$ cat config.mk
export PLATFORM = sky130hd
export DESIGN_NAME = scr1_ialu_req_queue
export DESIGN_NICKNAME = d
export VERILOG_FILES = /design/src/rtl/scr1_ialu_q_pkg.sv /design/src/rtl/scr1_ialu_req_fifo.sv /design/src/rtl/scr1_ialu_req_queue.sv
export SDC_FILE = /design/constraint.sdc
export NUM_CORES = 1
export LEC_CHECK = 0
export CORE_ASPECT_RATIO = 0.7
export CORE_UTILIZATION = 51
export CTS_BUF_LIST = sky130_fd_sc_hd__clkbuf_16
export CTS_CLUSTER_DIAMETER = 80
export DETAILED_ROUTE_END_ITERATION = 10
export PLACE_DENSITY = 0.89
export REMOVE_ABC_BUFFERS = 1
export SLEW_MARGIN = 20
export SYNTH_ARGS = -nofsm -noshare
export SYNTH_HDL_FRONTEND = slang
export SYNTH_SLANG_ARGS = --single-unit
$ cat constraint.sdc
create_clock -name clk -period 24.8 [get_ports clk]
set_input_delay 2.48 -clock clk [delete_from_list [all_inputs] [get_ports clk]]
set_output_delay 2.48 -clock clk [all_outputs]
set_load 0.02 [all_outputs]
$ cat src/rtl/scr1_ialu_q_pkg.sv
// rtl/scr1_ialu_q_pkg.sv - shared types and constants for the IALU request queue
package scr1_ialu_q_pkg;

  // Default configuration; the queue entry and response layouts below are sized from these.
  localparam int SCR1_IALU_Q_XLEN  = 32;
  localparam int SCR1_IALU_Q_CMD_W = 32;
  localparam int SCR1_IALU_Q_TAG_W = 4;

  // Command value driven to the IALU when no request is queued.
  localparam logic [SCR1_IALU_Q_CMD_W-1:0] SCR1_IALU_Q_CMD_NONE = '0;

  // One queued request as held in the FIFO.
  typedef struct packed {
    logic [SCR1_IALU_Q_XLEN-1:0]  op1;
    logic [SCR1_IALU_Q_XLEN-1:0]  op2;
    logic [SCR1_IALU_Q_CMD_W-1:0] cmd;
    logic [SCR1_IALU_Q_TAG_W-1:0] tag;
  } type_scr1_ialu_q_entry_s;

  // Contents of the registered response slot.
  typedef struct packed {
    logic [SCR1_IALU_Q_XLEN-1:0]  main_res;
    logic                         cmp_res;
    logic [SCR1_IALU_Q_TAG_W-1:0] tag;
  } type_scr1_ialu_q_rsp_s;

endpackage

$ cat src/rtl/scr1_ialu_req_fifo.sv
// rtl/scr1_ialu_req_fifo.sv - generic synchronous FIFO with flush and occupancy count
module scr1_ialu_req_fifo #(
  parameter int WIDTH = 8,
  parameter int DEPTH = 2,
  parameter int CNT_W = $clog2(DEPTH) + 1
) (
  input  logic             clk,
  input  logic             rst_n,
  input  logic             flush,
  input  logic             push,
  input  logic             pop,
  input  logic [WIDTH-1:0] wdata,
  output logic [WIDTH-1:0] rdata,
  output logic [CNT_W-1:0] count,
  output logic             full,
  output logic             empty
);

  localparam int PTR_W = $clog2(DEPTH);

  logic [WIDTH-1:0] mem [DEPTH];
  logic [PTR_W-1:0] wr_ptr;
  logic [PTR_W-1:0] rd_ptr;
  logic             do_push;
  logic             do_pop;

  assign full    = (count == CNT_W'(DEPTH));
  assign empty   = (count == '0);
  assign do_push = push & ~full & ~flush;
  assign do_pop  = pop & ~empty & ~flush;
  assign rdata   = mem[rd_ptr];

  // Entry storage: data only, so no reset is needed.
  always_ff @(posedge clk) begin
    if (do_push) begin
      mem[wr_ptr] <= wdata;
    end
  end

  // Pointers and occupancy; pointers wrap naturally since DEPTH is a power of two.
  always_ff @(posedge clk or negedge rst_n) begin
    if (!rst_n) begin
      wr_ptr <= '0;
      rd_ptr <= '0;
      count  <= '0;
    end else if (flush) begin
      wr_ptr <= '0;
      rd_ptr <= '0;
      count  <= '0;
    end else begin
      if (do_push) begin
        wr_ptr <= wr_ptr + PTR_W'(1);
      end
      if (do_pop) begin
        rd_ptr <= rd_ptr + PTR_W'(1);
      end
      case ({do_push, do_pop})
        2'b10:   count <= count + CNT_W'(1);
        2'b01:   count <= count - CNT_W'(1);
        default: count <= count;
      endcase
    end
  end

endmodule

$ cat src/rtl/scr1_ialu_req_queue.sv
// rtl/scr1_ialu_req_queue.sv - request FIFO feeding the IALU plus registered response slot
module scr1_ialu_req_queue
  import scr1_ialu_q_pkg::*;
#(
  parameter int XLEN  = SCR1_IALU_Q_XLEN,
  parameter int CMD_W = SCR1_IALU_Q_CMD_W,
  parameter int DEPTH = 2,
  parameter int TAG_W = SCR1_IALU_Q_TAG_W
) (
  input  logic                     clk,
  input  logic                     rst_n,
  input  logic                     flush_i,
  input  logic                     req_vd_i,
  output logic                     req_rdy_o,
  input  logic [XLEN-1:0]          req_op1_i,
  input  logic [XLEN-1:0]          req_op2_i,
  input  logic [CMD_W-1:0]         req_cmd_i,
  input  logic [TAG_W-1:0]         req_tag_i,
  output logic [XLEN-1:0]          exu2ialu_main_op1_o,
  output logic [XLEN-1:0]          exu2ialu_main_op2_o,
  output logic [CMD_W-1:0]         exu2ialu_cmd_o,
  input  logic [XLEN-1:0]          ialu2exu_main_res_i,
  input  logic                     ialu2exu_cmp_res_i,
  output logic                     rsp_vd_o,
  input  logic                     rsp_rdy_i,
  output logic [XLEN-1:0]          rsp_main_res_o,
  output logic                     rsp_cmp_res_o,
  output logic [TAG_W-1:0]         rsp_tag_o,
  output logic [$clog2(DEPTH):0]   count_o
);

  type_scr1_ialu_q_entry_s wr_entry;
  type_scr1_ialu_q_entry_s head;
  type_scr1_ialu_q_rsp_s   rsp_q;
  logic                    rsp_vd_q;
  logic                    fifo_full;
  logic                    fifo_empty;
  logic                    fifo_push;
  logic                    fifo_pop;
  logic                    cap;

  assign wr_entry  = {req_op1_i, req_op2_i, req_cmd_i, req_tag_i};

  // Ready depends on FIFO occupancy only, keeping rsp_rdy_i/req_vd_i off this path.
  assign req_rdy_o = ~fifo_full;
  assign fifo_push = req_vd_i & ~fifo_full & ~flush_i;

  // Capture whenever there is a head and the response slot is free or being emptied this edge.
  assign cap       = ~fifo_empty & (~rsp_vd_q | rsp_rdy_i);
  assign fifo_pop  = cap & ~flush_i;

  scr1_ialu_req_fifo #(
    .WIDTH ($bits(type_scr1_ialu_q_entry_s)),
    .DEPTH (DEPTH)
  ) u_fifo (
    .clk   (clk),
    .rst_n (rst_n),
    .flush (flush_i),
    .push  (fifo_push),
    .pop   (fifo_pop),
    .wdata (wr_entry),
    .rdata (head),
    .count (count_o),
    .full  (fifo_full),
    .empty (fifo_empty)
  );

  // Present the head to the IALU, or an idle NONE command when nothing is queued.
  always_comb begin
    exu2ialu_main_op1_o = '0;
    exu2ialu_main_op2_o = '0;
    exu2ialu_cmd_o      = SCR1_IALU_Q_CMD_NONE;
    if (!fifo_empty) begin
      exu2ialu_main_op1_o = head.op1;
      exu2ialu_main_op2_o = head.op2;
      exu2ialu_cmd_o      = head.cmd;
    end
  end

  // Response slot: flush drops it, capture loads it, a handshake with nothing behind it drains it.
  always_ff @(posedge clk or negedge rst_n) begin
    if (!rst_n) begin
      rsp_vd_q <= 1'b0;
      rsp_q    <= '0;
    end else if (flush_i) begin
      rsp_vd_q <= 1'b0;
    end else if (cap) begin
      rsp_vd_q       <= 1'b1;
      rsp_q.main_res <= ialu2exu_main_res_i;
      rsp_q.cmp_res  <= ialu2exu_cmp_res_i;
      rsp_q.tag      <= head.tag;
    end else if (rsp_vd_q && rsp_rdy_i) begin
      rsp_vd_q <= 1'b0;
    end
  end

  assign rsp_vd_o       = rsp_vd_q;
  assign rsp_main_res_o = rsp_q.main_res;
  assign rsp_cmp_res_o  = rsp_q.cmp_res;
  assign rsp_tag_o      = rsp_q.tag;

endmodule

# After elaboration in Yosys (flattened, before gate mapping)
# Memory sizes are Yosys's and may differ from the RTL's.
# Index checks and enable logic that the tools add are counted.
# word_totals
in_bits	138
ff_bits	42
n_memories	1
ram_bits	200
# memory_table
memory	words	word_bits	rd	rd_ports_with_merged_regs	wr	line_no	text
u_fifo.mem	2	100	1	0	1	scr1_ialu_req_fifo.sv:21	logic [WIDTH-1:0] mem [DEPTH];
# classes
n_mux	14
n_addsub	4
n_bitwise	13
n_eq_ne	3
n_reduce_logical	7
# ops
operator	count
2-to-1 mux 32 bit	3
2-to-1 mux 1 bit	9
bitwise AND 1 bit	8
nonzero test 3 bit	2
equality test 2 bit, second input constant	2
inverter 1 bit	4
one-hot mux 2 bit (2 select lines)	1
nonzero test 2 bit	2
adder 1 bit, second input constant	2
adder 2 x 1 -> 2 bit, second input constant	1
equality test 2 x 1 -> 1 bit, second input constant	1
logical NOT 2 bit	1
2-to-1 mux 2 bit	1
AND reduction 2 bit	1
subtractor 2 x 1 -> 2 bit, second input constant	1
logical AND 1 bit	1
bitwise OR 1 bit	1

# Logic depth before layout (Yosys ltp)
# depth
ltp_word	9
depth_mapped	4

# Cells and area by module
# From an unflattened synthesis, not the netlist that was laid out.
# unflattened
cells_unflattened	528
area_unflattened_um2	9564.2
# modules_own_cells
mod	cells_each	area_each_um2	n_inst
scr1_ialu_req_fifo	336	7405.9	1
scr1_ialu_req_queue	192	2158.3	1

# Worst setup path after synthesis
# OpenSTA, ideal clock, no wires.
# synth_path
path_kind	in2reg
start	in flush_i
end	mem u_fifo.mem[1][0] in the netlist's numbering (enable)
setup_time_ns	0.702
cell_stages	2
arrival_ns	9.975
path_slack_ns	14.123
required_time_ns	24.098
path_cell_list	clkbuf_1 -> nor3b_1
# synth_between
elab_chain_len	6
# synth_rtl
item	line_no	text
from (decl)	scr1_ialu_req_queue.sv:12	input logic flush_i,
inverter 1 bit (no source line) *	--	
bitwise AND 1 bit	scr1_ialu_req_queue.sv:46	assign fifo_push = req_vd_i & ~fifo_full & ~flush_i;
bitwise AND 1 bit	scr1_ialu_req_fifo.sv:29	assign do_push = push & ~full & ~flush;
bitwise AND 1 bit *	scr1_ialu_req_fifo.sv:29	
2-to-1 mux 1 bit *	scr1_ialu_req_fifo.sv:35	if (do_push) begin
2-to-1 mux 1 bit (implied by the code) *	scr1_ialu_req_fifo.sv:36	mem[wr_ptr] <= wdata;
to (decl)	scr1_ialu_req_fifo.sv:21	
# Mark *: on every way between the ends. The rest lies on a longest branch, timed or not.

# Worst setup path after layout
# layout_path
start	reg u_fifo.rd_ptr
end	out exu2ialu_main_op1_o[4]
# layout_between
elab_chain_len	2
# layout_rtl
item	line_no	text
from (decl)	scr1_ialu_req_fifo.sv:23	logic [PTR_W-1:0] rd_ptr;
from (signal assigned)	scr1_ialu_req_fifo.sv:55	rd_ptr <= rd_ptr + PTR_W'(1);
memory read (2 x 100 bit)	--	
2-to-1 mux 32 bit	scr1_ialu_req_queue.sv:73	if (!fifo_empty) begin
to (decl)	scr1_ialu_req_queue.sv:19	output logic [XLEN-1:0] exu2ialu_main_op1_o,
# No other way between the ends.

==> flow_summary.ini <==
[run_status]
status = completed

[finish]
stdcell_area_um2 = 12800
fill_cells = 1085
fin_nets = 946
drive_gt1_share_pct = 10.3
utilization_pct = 74.0
areaGrowthSynthToFinish_pct = 40.3
finalNonFillerCells = 1053
diodes = 0

[sta]
final.period_utilization_pct = 23.8
worstMarginPinSlew_ps = 1020
finClkSkew_ps = 14.2
slew_viol_final = 0
rsz0062_at_grt = false
final.min_clock_period_ps = 5890
finalHoldViolCount = 0
setup_viol = 0
setup_tns_ps = 0
relSlewSlack_pct = 32.2
fmax_mhz = 170

[floorplanning]
start_util_pct = 52.8
chipWidth_um = 162
coreArea_um2 = 17300
io_pins = 275
die_y_um = 114
dieArea_um2 = 18500
rows = 40

[yosys]
yosysMostFrequentCell = edfxtp_1
ys_types = 24
ys_async_sr_fraction_pct = 17.4
ys_top_cells_by_area = edfxtp_1 (66%), dfrtp_1 (12%), mux2i_1 (11%), mux2_2 (4.8%), nor2_1 (4.0%)
synth-edff-count = 200
netlist.area_leader.share_pct = 65.7
synth_area_um2 = 9140
synth-seq-cells = 242
synth_common_cells = edfxtp_1 (200), nor2_1 (97), mux2i_1 (96)
yosysTopAreaCell = edfxtp_1
synth_seq_area_share_pct = 77.2
synth_ff_type = edfxtp_1
yosys_warnings = 0
syn_avg_cell_area_um2 = 17.3
synthCells = 527

[placement]
hpwl_um = 13600
port_buffers = 274
place_area_um2 = 12100
dp_cells = 1014
gp_congestion = 0.821

[worst_setup_path]
reg2reg_depth = 3
required_ps = 22320
cp_cell_sequence = buf_4 > mux2i_1 > nor2_1 > clkdlybuf4s50_1
cp-end-kind = output pin
path_max_fanout = 60
slowest_delay_ps = 890
critPathTopFamily = buffers and inverters
crit_type = reg -> out
startpoint_type = register
r2r_end = rsp_tag_o[2]$_DFFE_PN0N_
arrival_ps = 3410
cp_num_buf_inv = 2
r2r_setup_slack_ps = 22100
crit_path_top_delay_cell = dfrtp_4
reg2reg_from = u_fifo.rd_ptr$_DFFE_PN0P_

[detailed_routing]
drtPass1Iterations = 6
wl_per_cell_um = 19.1
routed_wl_um = 20100
antenna_left = 0
viasPerCell = 5.17
vias = 5448
drc = 0
drt_iter0_markers = 388

[worst_hold_path]
min_to = rsp_main_res_o[22]$_DFFE_PN0N_
min-delay-start = rsp_main_res_o[22]$_DFFE_PN0N_
hp-class = reg -> reg
hold_depth = 1

[clock_tree]
cts_buffer_depth = 3
ctsResizeCount = 0
ctsRootBufferMaster = clkbuf_16
clock_sinks = 242
htreeDepth = 1
clk_pin_slew_ps = 60
post_cts_buffers = 0
tritoncts = yes
clock_latency_ps = 490
cts_hold_buf = 0
cts_buffers = 23

[global_route]
grt_pass1_vias = 5729
gr-total-overflow = 0
antenna_found_initial = 0
grt_use_total_pct = 21.2
grt_pass1_wl_um = 30100
grt_max_degree = 101

[power]
p_leak_nw = 4.46
powerDensity_nw_per_um2 = 77.3
finalPower_w = 0.000991
ir_drop_mv = 0.0481

[run]
maxCapViolCount = 0
[layer usage]
layer | track usage [%] | part of all wire [%] | up-vias
li1 | - | - | 2512
met1 | 26.8 | 39 | 2684
met2 | 36.1 | 50 | 217
met3 | 6.07 | 8.3 | 35
met4 | 5.97 | 2.2 | 0
met5 | 0 | 0 | -
[registers in the layout, summed over array words and instances, names as in the netlist]
name and count:
u_fifo.count 2, rsp_tag_o 4, rsp_vd_o 1, u_fifo.wr_ptr 1, rsp_main_res_o 32, u_fifo.rd_ptr 1
rsp_cmp_res_o 1, u_fifo.mem 200
[cell type report]
cell class | instances | area (um^2) | share of cell area [%]
clock buffers | 24 | 601 | 4.68
repair buffers | 281 | 2790 | 21.8
clock inverters | 15 | 113 | 0.878
multi-input cells | 258 | 1960 | 15.3
well taps | 231 | 289 | 2.25
flip-flops and latches | 242 | 7060 | 55.1
inverters | 2 | 7.51 | 0.0586
[placed cells by master (no fill, tap or decap)]
master | synthesis | layout
clkdlybuf4s50_1 | 0 | 273
edfxtp_1 | 200 | 200
nor2_1 | 97 | 97
mux2i_1 | 96 | 96
dfrtp_1 | 42 | 41
mux2_2 | 39 | 39
clkbuf_16 | 0 | 24
a21oi_1 | 7 | 7
buf_4 | 0 | 6
inv_1 | 2 | 5
clkinv_1 | 0 | 4
clkinv_2 | 0 | 3
inv_2 | 0 | 3
nor2b_1 | 2 | 2
nand2_1 | 2 | 2
o21ai_0 | 2 | 2
or3_1 | 2 | 2
mux2_1 | 2 | 2
bufinv_16 | 0 | 2
nor2_4 | 0 | 1
nor3b_2 | 0 | 1
nor3_2 | 0 | 1
nor3_4 | 1 | 1
nand2b_1 | 1 | 1
nand3b_1 | 1 | 1
o21ba_2 | 1 | 1
a211o_1 | 1 | 1
nor4bb_1 | 1 | 1
buf_2 | 12 | 1
buf_6 | 3 | 1
dfrtp_4 | 0 | 1
[where the power goes]
group          total, W  internal (W)  leakage, nW  switching (W)
clock          0.000333      0.000195        0.371       0.000138
sequential     0.000485      0.000470         2.34      0.0000152
combinational  0.000173     0.0000899         1.76      0.0000836
[logic make-up (layout without fill, tap and decap cells)]
family                 count (synthesis)  count (layout)  share of synthesized area (%)
AO/OA/AOI/OAI                         11              11                          0.698
buffers and inverters                 27             322                           1.52
multiplexers                         137             137                           15.6
flip-flops                           242             242                           77.2
AND/OR/NAND/NOR                      110             110                           4.98
[through the flow]
stage               hold slack (ps)  setup WS [ps]
finish                          506          18910
global route                    527          18770
CTS                             509          18930
detailed placement              494          19480
global placement                481          19520
floorplan                       529          14290
[worst max path at each step]
stage / startpoint / end / slack [ps] / cells past startpoint
2_1_floorplan: req_vd_i / u_fifo.mem[1][0]$_DFFE_PP_ / 14290 / 2
6_report: u_fifo.rd_ptr$_DFFE_PN0P_ / exu2ialu_main_op1_o[4] / 18910 / 4
3_5_place_dp: u_fifo.rd_ptr$_DFFE_PN0P_ / exu2ialu_main_op1_o[13] / 19480 / 4
3_3_place_gp: u_fifo.rd_ptr$_DFFE_PN0P_ / exu2ialu_cmd_o[28] / 19520 / 4
4_1_cts: u_fifo.rd_ptr$_DFFE_PN0P_ / exu2ialu_main_op1_o[13] / 18930 / 4
5_1_grt: u_fifo.rd_ptr$_DFFE_PN0P_ / exu2ialu_main_op1_o[13] / 18770 / 4
(Power assumes the default switching activity.)
==> edit 1, RTL diff (same flow settings) <==
The package constant `SCR1_IALU_Q_XLEN` goes from 32 to 24.
--- a/src/rtl/scr1_ialu_q_pkg.sv
+++ b/src/rtl/scr1_ialu_q_pkg.sv
@@ -2,7 +2,7 @@
 package scr1_ialu_q_pkg;
 
   // Default configuration; the queue entry and response layouts below are sized from these.
-  localparam int SCR1_IALU_Q_XLEN  = 32;
+  localparam int SCR1_IALU_Q_XLEN  = 24;
   localparam int SCR1_IALU_Q_CMD_W = 32;
   localparam int SCR1_IALU_Q_TAG_W = 4;
 
Interface: changed (6 resized); port bits go from 275 to 227. The function was not compared with the original's and may differ.
==> edit 1 against the unedited design <==
Setup slack gained 270 ps; sequential power shrank 17%; total power down 15%; design area decreased by 16%; sequential cell count down 40; wire length decreased by 17%; global-route usage up 0.23 points; area after synthesis down 16%; clock power is 11% lower; largest power group unchanged; highest routed layer unchanged.
==> edit 1: results (changes against the unedited design) <==
[worst_hold_path]
min_path_type=reg -> reg  ; unchanged

[global_route]
grt_first_pass_wirelength_um=25500  ; was 30,080 um
grt_max_degree=85  ; was 101
grt.total_usage_pct=21.48  ; was 21.25%
first_global_vias=4826  ; was 5,729

[clock_network]
post_cts_buffers=0  ; unchanged
cts-root-buf=clkbuf_16  ; unchanged
ctsResizeCount=0  ; unchanged
cts_buffers=20  ; was 23
cts.path.max_buffers=3  ; unchanged
hold_buffers=0  ; unchanged

[setup_path]
r2r_end=rsp_tag_o[1]$_DFFE_PN0N_  ; was rsp_tag_o[2]$_DFFE_PN0N_
slowest_delay_ps=800  ; was 890 ps
critPathMaxFanout=51  ; was 60
reg2reg_depth=3  ; unchanged
arrival_ps=3140  ; was 3410 ps
rrSetupSlack_ps=22370  ; was 22,100 ps
endpoint=exu2ialu_main_op1_o[23]  ; was exu2ialu_main_op1_o[4]
cp_slowest_cell=dfrtp_4  ; unchanged
startpoint_type=flop  ; unchanged

[cells_and_area]
nNetsFinal=792  ; was 946
layout-drive-gt1-share_pct=10.84  ; was 10.34%
regMostFlops=u_fifo.mem  ; unchanged
fillers=917  ; was 1,085
largest_register_ffs=168  ; was 200

[run_status]
outcome=finished, final reports clean  ; unchanged

[power_and_ir_drop]
power_density_nw_per_um2=78.14  ; was 77.28 nW/um2
p_leak_uw=0.003797  ; was 0.004461 uW
ir_drop_mv=0.05679  ; was 0.04812 mV

[synthesis]
synth_warnings=0  ; unchanged
synth_area_leaders=edfxtp_1 (66%), dfrtp_1 (11%), mux2i_1 (10%), nor2_1 (3.9%), mux2_2 (3.4%)  ; was edfxtp_1 (66%), dfrtp_1 (12%), mux2i_1 (11%), mux2_2 (4.8%), nor2_1 (4.0%)
ys_top_cells_by_count=edfxtp_1 (168), nor2_1 (81), mux2i_1 (80), dfrtp_1 (34), mux2_2 (23)  ; was edfxtp_1 (200), nor2_1 (97), mux2i_1 (96), dfrtp_1 (42), mux2_2 (39)
synthDistinctLibCells=28  ; was 24
synth_enable_flop_cells=168  ; was 200
synthArstFlopShare_pct=16.83  ; was 17.36%
ys_seq_area_share_pct=76.56  ; was 77.23%

[timing]
skew_ps=13.34  ; was 14.19 ps
tightest_slew_ps=877.5  ; was 1017 ps

[place]
dpl_worst_slack_ps=19670  ; was 19,480 ps
port-buffer-count=226  ; was 274
gp_congestion=0.7840  ; was 0.8207
dp_hpwl_um=11120  ; was 13,570 um
place_area_um2=10160  ; was 12,100 um2

[routing]
wl_per_cell_um=18.88  ; was 19.06 um
firstDrtPassIters=4  ; was 6
drt-initial-drc-count=261  ; was 388
vias=4589  ; was 5,448

==> edit 1: cell type report <==
type	instances	area share, %
Sequential cell	202	54.58
Timing Repair Buffer	234	21.48
Clock buffer	21	4.862
Multi-Input combinational cell	218	15.62
Clock inverter	15	1.134
Tap cell	195	2.257
Inverter	2	0.06945
==> edit 1: how the worst min path moves through the flow <==
stage	startpoint	to	slack (ps)
2_1_floorplan	u_fifo.wr_ptr$_DFFE_PN0P_	u_fifo.wr_ptr$_DFFE_PN0P_	530
3_3_place_gp	rsp_main_res_o[11]$_DFFE_PN0N_	rsp_main_res_o[11]$_DFFE_PN0N_	490
3_5_place_dp	rsp_main_res_o[8]$_DFFE_PN0N_	rsp_main_res_o[8]$_DFFE_PN0N_	500
4_1_cts	rsp_main_res_o[8]$_DFFE_PN0N_	rsp_main_res_o[8]$_DFFE_PN0N_	510
5_1_grt	rsp_main_res_o[8]$_DFFE_PN0N_	rsp_main_res_o[8]$_DFFE_PN0N_	520
6_report	rsp_main_res_o[8]$_DFFE_PN0N_	rsp_main_res_o[8]$_DFFE_PN0N_	500
==> edit 1: logic make-up after synthesis <==
group | share of synthesized area, %
flops | 76.56
mux | 15.71
simple gates | 5.183
compound gates | 0.8286
buf+inv | 1.722
==> edit 1: worst max-delay path: cells and delay by family (launching register included) <==
kind,cells,cell delay (ps)
buffers and inverters,2,1390
flip-flops,1,800
multiplexers,1,200
AND/OR/NAND/NOR,1,170
==> edit 1: where the power goes <==
part | internal [uW] | switching [uW]
combinational | 76.1 | 68.5
sequential | 392 | 12.2
clock | 174 | 122
total | 642 | 203
==> edit 1: through the flow <==
step                std cells  hold WS (ps)
detailed placement        851         495.5
CTS                       887         509.6
global route              887         521.4
finish                    887         502.2
floorplan                 422         529.5
global placement          851         491.2
==> edit 1: per-layer routing <==
metal | global-route usage [%] | vias to the layer above | share of wire [%]
met3 | 5.197 | 36 | 7.4
met5 | 0 | - | 0
li1 | - | 2109 | -
met1 | 28.56 | 2239 | 41
met2 | 35.35 | 205 | 49
met4 | 6.050 | 0 | 2.5
==> edit 2, RTL diff (config.mk and constraints unchanged) <==
Made on the original files. Put a register stage on the output `count_o`, cleared by the reset. The value now appears one clock later. The other outputs are not delayed to match.
--- a/src/rtl/scr1_ialu_req_queue.sv
+++ b/src/rtl/scr1_ialu_req_queue.sv
@@ -28,6 +28,8 @@
   output logic [TAG_W-1:0]         rsp_tag_o,
   output logic [$clog2(DEPTH):0]   count_o
 );
+
+  logic [$clog2(DEPTH):0] count_d;
 
   type_scr1_ialu_q_entry_s wr_entry;
   type_scr1_ialu_q_entry_s head;
@@ -60,7 +62,7 @@
     .pop   (fifo_pop),
     .wdata (wr_entry),
     .rdata (head),
-    .count (count_o),
+    .count (count_d),
     .full  (fifo_full),
     .empty (fifo_empty)
   );
@@ -99,5 +101,13 @@
   assign rsp_cmp_res_o  = rsp_q.cmp_res;
   assign rsp_tag_o      = rsp_q.tag;
 
+  always_ff @(posedge clk or negedge rst_n) begin
+    if (!rst_n) begin
+      count_o <= '0;
+    end else begin
+      count_o <= count_d;
+    end
+  end
+
 endmodule
 
Check against the original RTL: not equivalent (Yosys sat finds a counterexample within 4 cycles, from zero or initial values and one cycle with rst_n low).
==> edit 2 against the unedited design <==
Wire length grew 0.98%; setup slack gained 24 ps; sequential cell count grew 2; register-to-register slack lost 50 ps; total power shrank 0.39%; first-iteration DRC count shrank 16%; design area grew 0.47%; area after synthesis grew 0.55%; critical path type unchanged; highest routed layer unchanged.
==> edit 2: results (changes against the unedited design) <==
[clock_network]
ctsResizeCount=0  ; unchanged
cts.path.max_buffers=3  ; unchanged
insertion_delay_ps=490  ; about the same
clk_pin_slew_ps=60  ; about the same
cts_buffers=23  ; unchanged
h-tree-depth=1  ; unchanged

[place]
gp_congestion=0.8450  ; was 0.8207
dpl_worst_slack_ps=19430  ; was 19,480 ps
place_area_um2=12150  ; was 12,100 um2
dp_cells=1016  ; was 1,014
dp_hpwl_um=13690  ; was 13,570 um

[timing]
hold_slack_ps=501.1  ; was 505.7 ps
skew_ps=9.101  ; was 14.19 ps
timing.final.crit_period_ps=5869  ; was 5893 ps
slew_headroom_pct=24.82  ; was 32.20%

[worst_hold_path]
min_path_type=reg -> reg  ; unchanged

[synthesis]
synthMuxAreaShare_pct=15.48  ; was 15.57%
synth_warnings=0  ; unchanged
synth_area_leaders=edfxtp_1 (65%), dfrtp_1 (12%), mux2i_1 (10%), mux2_2 (4.8%), nor2_1 (4.0%)  ; was edfxtp_1 (66%), dfrtp_1 (12%), mux2i_1 (11%), mux2_2 (4.8%), nor2_1 (4.0%)
synth_enable_flop_cells=200  ; unchanged
netlist_instances=529  ; was 527
synth_compound_area_share_pct=0.6945  ; was 0.6983%
ys_seq_area_share_pct=77.35  ; was 77.23%
ys_top_cells_by_count=edfxtp_1 (200), nor2_1 (97), mux2i_1 (96), dfrtp_1 (44), mux2_2 (39)  ; was edfxtp_1 (200), nor2_1 (97), mux2i_1 (96), dfrtp_1 (42), mux2_2 (39)
synthArstFlopShare_pct=18.03  ; was 17.36%

[cells_and_area]
fillers=1008  ; was 1,085
layout-drive-gt1-share_pct=10.05  ; was 10.34%
n_antenna_cell=0  ; unchanged
regMostFlops=u_fifo.mem  ; unchanged
nNetsFinal=949  ; was 946
stdcell_count=1057  ; was 1,053

[setup_path]
critPathMaxFanout=66  ; was 60
slowest_delay_ps=940  ; was 890 ps
rrSetupSlack_ps=22050  ; was 22,100 ps
arrival_ps=3390  ; was 3410 ps
cp_slowest_cell=buf_4  ; was dfrtp_4

[global_route]
met3_usage_pct=4.310  ; was 6.073%
grt_first_pass_wirelength_um=30220  ; was 30,080 um
grt_max_degree=67  ; was 101
grtUsageMet1_pct=28.77  ; was 26.77%
use_met2_pct=36.35  ; was 36.11%
grt.total_usage_pct=21.30  ; was 21.25%
first_global_vias=5559  ; was 5,729

[power_and_ir_drop]
pwr-share-comb_pct=17.7  ; was 17.5%
p_sw_share_pct=23.83  ; was 23.91%
p_leak_uw=0.004493  ; was 0.004461 uW
ir_drop_mv=0.05223  ; was 0.04812 mV
power_density_nw_per_um2=76.62  ; was 77.28 nW/um2

[routing]
dr_wl_met3_um=1489  ; was 1669 um
top_layer_used=met4  ; unchanged
wl_met2_um=10220  ; was 10,040 um
vias=5463  ; was 5,448
wl_per_cell_um=19.17  ; was 19.06 um
drt-initial-drc-count=327  ; was 388
wl_met1_um=8311  ; was 7913 um
firstDrtPassIters=5  ; was 6

[run_status]
outcome=finished, final reports clean  ; unchanged

edit 2: worst paths after layout:
check,from,to,cells after the start
worst max-delay path,u_fifo.rd_ptr$_DFFE_PN0P_,exu2ialu_cmd_o[25],4
min in group asynchronous,rst_n,rsp_main_res_o[21]$_DFFE_PN0N_,1
worst min-delay path,rsp_main_res_o[24]$_DFFE_PN0N_,rsp_main_res_o[24]$_DFFE_PN0N_,1
worst min register to register,rsp_main_res_o[24]$_DFFE_PN0N_,rsp_main_res_o[24]$_DFFE_PN0N_,1
max in group asynchronous,rst_n,u_fifo.rd_ptr$_DFFE_PN0P_,1
worst max register to register,u_fifo.count[1]$_DFFE_PN0P_,u_fifo.mem[1][49]$_DFFE_PP_,6
edit 2: final cells by class:
cell class	count	area (um2)	share of cell area, %
well taps	231	289.0	2.244
flip-flops and latches	244	7111	55.20
inverters	2	7.507	0.05828
repair buffers	282	2820	21.89
multi-input cells	258	1957	15.19
clock buffers	23	575.6	4.468
clock inverters	17	121.4	0.9422
